==> src/rtl/conv_out_collector.sv <==
// conv_out_collector: tags each convolution result with its output-grid
// coordinate, buffers it in a small first-word-fall-through FIFO, and
// re-emits it as a ready/valid stream carrying start/end-of-frame markers.
module conv_out_collector #(
  parameter int DATA_SIZE   = 32,
  parameter int KERNEL_SIZE = 5,
  parameter int STRIDE      = 1,
  parameter int DW          = 32,
  parameter int FIFO_DEPTH  = 16,
  parameter int CNT_BW      = 6
) (
  input  logic          clk,
  input  logic          rst_n,
  input  logic          clr,
  input  logic          i_valid,
  input  logic [DW-1:0] i_data,
  output logic          o_tvalid,
  input  logic          o_tready,
  output logic [DW-1:0] o_tdata,
  output logic          o_tuser,
  output logic          o_tlast,
  output logic          o_frame_done,
  output logic          o_overflow
);

  localparam int OUT_SIZE = (DATA_SIZE - KERNEL_SIZE) / STRIDE + 1;
  localparam int PTR_W    = (FIFO_DEPTH > 1) ? $clog2(FIFO_DEPTH) : 1;

  localparam logic [CNT_BW-1:0] LAST_POS = CNT_BW'(OUT_SIZE - 1);
  localparam logic [PTR_W:0]    FULL_CNT = (PTR_W + 1)'(FIFO_DEPTH);
  localparam logic [PTR_W-1:0]  PTR_ONE  = PTR_W'(1);
  localparam logic [PTR_W:0]    CNT_ONE  = (PTR_W + 1)'(1);
  localparam logic [CNT_BW-1:0] POS_ONE  = CNT_BW'(1);

  // Each entry is {data, sof, eof}.
  logic [DW+1:0] mem [FIFO_DEPTH];

  logic [PTR_W-1:0]  wr_ptr_reg, rd_ptr_reg;
  logic [PTR_W:0]    count_reg, count_next;
  logic [CNT_BW-1:0] row_reg, col_reg, row_next, col_next;
  logic              overflow_reg, frame_done_reg;

  logic          full, pop, push, sof, eof, sample;
  logic [DW+1:0] head;

  assign full   = (count_reg == FULL_CNT);
  assign pop    = o_tvalid && o_tready;
  // clr swallows a coincident strobe entirely, so it neither pushes nor
  // advances the coordinate counters.
  assign sample = i_valid && !clr;
  // A full FIFO can still take a sample when the head leaves in the same cycle.
  assign push   = sample && (!full || pop);
  assign sof    = (row_reg == '0) && (col_reg == '0);
  assign eof    = (row_reg == LAST_POS) && (col_reg == LAST_POS);
  assign head   = mem[rd_ptr_reg];

  // Output side reads the head entry directly; idle outputs are forced to zero.
  assign o_tvalid     = (count_reg != '0);
  assign o_tdata      = o_tvalid ? head[DW+1:2] : '0;
  assign o_tuser      = o_tvalid && head[1];
  assign o_tlast      = o_tvalid && head[0];
  assign o_frame_done = frame_done_reg;
  assign o_overflow   = overflow_reg;

  // Next coordinate: raster order, wrapping at the end of each row and frame.
  always_comb begin
    row_next = row_reg;
    col_next = col_reg;
    if (col_reg == LAST_POS) begin
      col_next = '0;
      row_next = (row_reg == LAST_POS) ? '0 : row_reg + POS_ONE;
    end else begin
      col_next = col_reg + POS_ONE;
    end
  end

  // Occupancy update; simultaneous push and pop leaves it unchanged.
  always_comb begin
    count_next = count_reg;
    case ({push, pop})
      2'b10:   count_next = count_reg + CNT_ONE;
      2'b01:   count_next = count_reg - CNT_ONE;
      default: count_next = count_reg;
    endcase
  end

  // Storage write; contents need no reset because occupancy gates every read.
  always_ff @(posedge clk) begin
    if (push) mem[wr_ptr_reg] <= {i_data, sof, eof};
  end

  // Pointers, occupancy, coordinate counters and status flags.
  always_ff @(posedge clk or negedge rst_n) begin
    if (!rst_n) begin
      wr_ptr_reg     <= '0;
      rd_ptr_reg     <= '0;
      count_reg      <= '0;
      row_reg        <= '0;
      col_reg        <= '0;
      overflow_reg   <= 1'b0;
      frame_done_reg <= 1'b0;
    end else if (clr) begin
      wr_ptr_reg     <= '0;
      rd_ptr_reg     <= '0;
      count_reg      <= '0;
      row_reg        <= '0;
      col_reg        <= '0;
      overflow_reg   <= 1'b0;
      frame_done_reg <= 1'b0;
    end else begin
      if (push) wr_ptr_reg <= wr_ptr_reg + PTR_ONE;
      if (pop)  rd_ptr_reg <= rd_ptr_reg + PTR_ONE;
      count_reg <= count_next;
      // Counters advance on dropped samples too, keeping tags aligned.
      if (sample) begin
        row_reg <= row_next;
        col_reg <= col_next;
      end
      if (sample && !push) overflow_reg <= 1'b1;
      frame_done_reg <= pop && o_tlast;
    end
  end

endmodule

==> config.mk <==
export PLATFORM = sky130hd
export DESIGN_NAME = conv_out_collector
export DESIGN_NICKNAME = d
export VERILOG_FILES = /design/src/rtl/conv_out_collector.sv
export SDC_FILE = /design/constraint.sdc
export NUM_CORES = 1
export LEC_CHECK = 0
export BUFFER_PORTS_ARGS = -buffer_cell sky130_fd_sc_hd__buf_2
export CAP_MARGIN = 10
export CELL_PAD_IN_SITES_DETAIL_PLACEMENT = 2
export CELL_PAD_IN_SITES_GLOBAL_PLACEMENT = 2
export CORE_MARGIN = 3
export CORE_UTILIZATION = 40
export CTS_CLUSTER_DIAMETER = 120
export DETAILED_ROUTE_END_ITERATION = 12
export PLACE_DENSITY = 0.77
export SYNTH_ARGS = -nofsm -noshare
export SYNTH_HDL_FRONTEND = slang
export SYNTH_SLANG_ARGS = --single-unit
==> constraint.sdc <==
create_clock -name clk -period 9.2 [get_ports clk]
set_clock_uncertainty 0.05 [all_clocks]
set_input_delay 1.84 -clock clk [delete_from_list [all_inputs] [get_ports clk]]
set_output_delay 1.84 -clock clk [all_outputs]
set_load 0.03 [all_outputs]
; ---- Word level (Yosys, flattened, before mapping)
; Memories as Yosys holds them, arrays and structs flattened.
; Cells that the tools add are included.
; W data, S select, Z words.
[totals]
register_bits = 27
ramBits = 544
in_bits = 37
out_inout_bits = 37
word_cells = 61
n_memories = 1
[op_classes]
addsub = 6
eq_ne = 5
mux = 19
n_reduce_logical = 23
[memory_table]
columns = name, depth, word_bits, read_ports, rd_ports_with_merged_regs, wr, line_no
row1 = mem, 16, 34, 1, 0, 1, 36  ; logic [DW+1:0] mem [FIFO_DEPTH];
[op_table]
columns = operator, count
row1 = $mux W6, 7
row2 = $mux W32, 1
row3 = $mux W4, 4
row4 = $add A6 B1 Y6 const B, 2
row5 = $eq A6 B5 Y1 const B, 2
row6 = $logic_not A6 Y1, 2
row7 = $pmux W5 S2, 1
row8 = $reduce_bool A2 Y1, 5
row9 = $logic_and A1 B1 Y1, 9
row10 = $add A4 B1 Y4 const B, 2
row11 = $add A5 B1 Y5 const B, 1
row12 = $eq A5 B5 Y1 const B, 1
row13 = $mux W1, 5
row14 = $mux W5, 1
row15 = $reduce_bool A5 Y1, 1
row16 = $sub A5 B1 Y5 const B, 1
row17 = $logic_not A1 Y1, 3
row18 = $reduce_bool A3 Y1, 1
row19 = $eq A2 B1 Y1 const B, 1
row20 = $eq A2 B2 Y1 const B, 1
row21 = $reduce_and A2 Y1, 1
row22 = $logic_or A1 B1 Y1, 1

; ---- Logic depth before layout (Yosys ltp)
[depth]
word_depth = 8
depth_mapped = 10
ltp_nobuf = 9

; ---- Least setup slack after synthesis
; OpenSTA, ideal clock, no wires.
[synth_timing]
path_kind = in2reg
start = in i_valid
end = mem mem[0][0] (netlist bit), enable pin
setup_time_ps = 510
t_arrival_ps = 5743
required_time_ps = 8640
setup_slack_ps = 2896
path_stages = 4
path_buffers = 1
cell_sequence = buf_1 > nor2b_1 > o21ai_2 > nor4_1
[synth_via]
elab_chain_cells = 4
[synth_rtl]
columns = item, line_no
row1 = start: declaration, 15  ; input logic i_valid,
row2 = $logic_and A1 B1 Y1, 50  ; assign sample = i_valid && !clr;
row3 = $logic_and A1 B1 Y1, 52  ; assign push = sample && (!full || pop);
row4 = $mux W1, 89  ; if (push) mem[wr_ptr_reg] <= {i_data, sof, eof};
row5 = $mux W1 (implied by the code), 89
row6 = end: declaration, 36
; Every way passes these cells.

; ---- Worst setup path after layout
[layout_timing]
start = reg rd_ptr_reg[1]
end = out o_tdata[29]
[layout_via]
elab_chain_cells = 2
[layout_rtl]
columns = item, line_no
row1 = start: declaration, 38  ; logic [PTR_W-1:0] wr_ptr_reg, rd_ptr_reg;
row2 = start signal: assignment, 112  ; if (pop) rd_ptr_reg <= rd_ptr_reg + PTR_ONE;
row3 = $mem_v2 Z16 W34, n/a
row4 = $mux W32, 59  ; assign o_tdata = o_tvalid ? head[DW+1:2] : '0;
row5 = end: declaration, 19  ; output logic [DW-1:0] o_tdata,
; Every way passes these cells.

==> results.py <==
metrics = {
    "status": {
        "status": "finished clean",
    },
    "placement": {
        "gp_congestion": 0.693,
        "io_buffer_count": 73,
        "dp_hpwl_microns": 32300,
    },
    "clocking": {
        "clock_path_buffers": 3,
        "cts.sinks": 571,
        "cts_tree": "done",
        "cts_resized": 0,
        "htreeDepth": 2,
        "cts_setup_buffers": 0,
        "root_buffer": "clkbuf_16",
        "cts_hold_buf": 0,
        "clk_latency_ns": 0.62,
        "numCtsBuffers": 61,
        "clk_pin_slew_ns": 0.06,
    },
    "route": {
        "vias_per_cell": 5.60,
        "routed_wl_microns": 57900,
        "drtAntennaViolNets": 0,
        "drc": 0,
        "post_drt_wl_per_cell_microns": 29.8,
        "vias": 10879,
        "drt_first_pass_iters": 4,
        "first_iter_violations": 833,
    },
    "pwr": {
        "p_clk_frac": 0.353,
        "switching_share": 0.277,
        "p_leak_nw": 8.05,
        "cellPowerDensity_nw_per_um2": 257,
        "irDropWorstVdd_uv": 176,
        "comb_power_share": 0.192,
        "p_switching_mw": 1.82,
        "cellInternalPower_mw": 4.74,
        "seqPwrFrac": 0.456,
        "total_power_mw": 6.56,
    },
    "sta": {
        "layout_min_cycle_time_ns": 5.85,
        "setup_viol": 0,
        "maxSlewHeadroom": 0.222,
        "fmax_mhz": 171,
        "period_share": 0.636,
        "hold_violations": 0,
        "hold_slack_ns": 0.471,
        "fin_setup_tns_ns": 0,
        "slew_violations": 0,
        "worstMarginPinSlew_ns": 1.17,
        "rsz0062_at_grt": "no",
    },
    "global_route": {
        "grt_usage": 0.201,
        "grt_use_met2": 0.358,
        "grt_antenna_before_repair": 2,
        "grt-busiest-layer": "met2",
        "grt_overflow": 0,
        "grt_pass1_vias": 12546,
        "grt_pass1_wl_microns": 87200,
        "met1_usage": 0.253,
        "use_met3": 0.0300,
        "grt_max_degree": 71,
    },
    "min_path": {
        "hp-start": "o_overflow",
        "hold_depth": 2,
        "hold_class": "reg2reg",
        "hold_end": "o_overflow",
    },
    "final_layout": {
        "drive_gt1_frac": 0.291,
        "fin_nets": 1192,
        "finalCoreUtilization": 0.463,
        "areaGrowthSynthToFinish_pct": 14.1,
        "largest_reg_flops": 544,
        "nFillCells": 4923,
    },
    "setup_path": {
        "required_ns": 7.31,
        "regToRegEndpoint": "mem[13][2]",
        "crit_fanout": 58,
        "r2r_cells": 4,
        "cp-start-kind": "flop",
        "cp.arrival_ns": 3.96,
        "endpoint_kind": "output pin",
        "r2r_setup_slack_ns": 5.89,
        "critical_path_class": "reg2out",
        "reg2reg_from": "count_reg[0]",
    },
    "floorplanning": {
        "rows": 86,
        "dieArea_sq_um": 58900,
        "die_h_microns": 243,
        "start_util": 0.406,
        "core-area_sq_um": 55200,
        "die_w_microns": 243,
        "ioPinCount": 74,
    },
    "yosys": {
        "syn-num-nets": 1088,
        "synth_async_sr_flop_share": 0.0473,
        "ys_top_cells_by_area": "edfxtp_1, mux4_2, dfrtp_1",
        "synth_top_area_frac": 0.729,
        "synth.largest_area_cell": "edfxtp_1",
        "ys_ff_latch": 571,
        "yosysSeqAreaShare": 0.760,
        "synth-edff-count": 544,
        "syn_inst": 1038,
        "avgSynthCellArea_sq_um": 21.6,
        "synthesis.area_sq_um": 22400,
        "ys.warnings.count": 0,
        "synthFlopType": "edfxtp_1",
        "synthDistinctLibCells": 47,
    },
    "job": {
        "maxCapViolCount": 0,
    },
}
critical path: stages, from the launching register on:
cell,delay [ns]
dfrtp_4,1.10
buf_4,0.73
mux4_2,0.60
mux2i_1,0.17
nor2b_1,0.09
a221o_1,0.34
buf_2,0.22
routing by layer:
| metal | wire length [microns] | vias up | part of all wire |
|---|---|---|---|
| li1 | - | 4559 | - |
| met4 | 1750 | 0 | 0.030 |
| met1 | 23300 | 5927 | 0.40 |
| met5 | 0 | - | 0 |
| met3 | 2240 | 114 | 0.039 |
| met2 | 30700 | 279 | 0.53 |
synth_stat cells, drive strengths merged, types with 2 or more instances:
cell,n
nor3,3
a41oi,2
edfxtp,544
nand2,9
o21ai,9
and3,4
mux4,136
or3,2
buf,34
ha,12
nand2b,5
nor4,6
or2,3
or4,3
xnor2,3
mux2,4
nor3b,2
a31oi,3
mux2i,41
o21a,2
a21oi,10
nor2b,34
nand4,5
clkbuf,21
o211ai,5
nand3,10
and2,9
nor2,26
xor2,5
dfrtp,27
a221o,33
inv,19
stage by stage:
stage               worst slack, ns  cells  instance area, sq um
finish                         3.35   1943                 25600
global route                   3.07   1943                 25600
CTS                            3.22   1942                 25600
detailed placement             3.93   1827                 23700
global placement               3.96   1827                 23700
floorplan                      2.90   1038                 22400
cells by family after synthesis:
group | after synthesis | synth area share
AO/OA/AOI/OAI | 69 | 0.0259
XOR/XNOR | 8 | 0.00313
adder cells (fa/ha/maj) | 13 | 0.00760
buffers and inverters | 74 | 0.0164
flip-flops | 571 | 0.760
multiplexers | 181 | 0.157
AND/OR/NAND/NOR | 122 | 0.0303
cells in the final DEF, fill, tap and decap left out, types with 4 or more instances in the layout:
master and instances:
xor2_1 5, a221o_1 33, mux4_2 136, clkinv_2 6
ha_1 12, o21ai_0 5, nand4_1 5, clkinv_1 15
clkbuf_1 22, buf_2 73, clkbuf_16 62, buf_4 22
mux2_2 4, nor4_2 6, dfrtp_1 24, nor2_4 5
edfxtp_1 544, nor2_1 21, nand2b_1 5, inv_1 19
nand3_1 10, mux2i_1 41, nand2_1 8, a21oi_1 9
o211ai_1 5, nor2b_1 34, and2_2 8, o21ai_2 4
worst max-delay path by stage:
stage             startpoint           to  slack [ns]  depth (start not counted)
5_1_grt        rd_ptr_reg[1]  o_tdata[13]        3.07                          6
4_1_cts        rd_ptr_reg[1]  o_tdata[13]        3.22                          6
2_1_floorplan        i_valid    mem[0][0]        2.90                          4
3_3_place_gp   rd_ptr_reg[1]      o_tlast        3.96                          6
3_5_place_dp   rd_ptr_reg[1]  o_tdata[29]        3.93                          6
6_report       rd_ptr_reg[1]  o_tdata[29]        3.35                          6
power by group through the flow:
stage / Combinational [mW] / Sequential (mW) / Clock [mW]
6_report: 1.26 / 2.99 / 2.32
2_1_floorplan: 0.973 / 2.96 / 0
3_3_place_gp: 1.23 / 3.04 / 0
4_1_cts: 1.29 / 2.99 / 2.37
5_1_grt: 1.35 / 3.00 / 2.48
3_5_place_dp: 1.28 / 3.05 / 0
area by class of cell:
cell class | instances | area (sq um) | share of cell area
inverters | 19 | 71.3 | 0.00279
clock inverters | 29 | 214 | 0.00837
repair buffers | 96 | 551 | 0.0215
clock buffers | 86 | 1660 | 0.0650
flip-flops and latches | 571 | 17000 | 0.666
multi-input cells | 393 | 5110 | 0.200
diodes | 1 | 2.50 | 0.0000979
well taps | 748 | 936 | 0.0366
No activity file was read; power rests on OpenSTA's default activity.
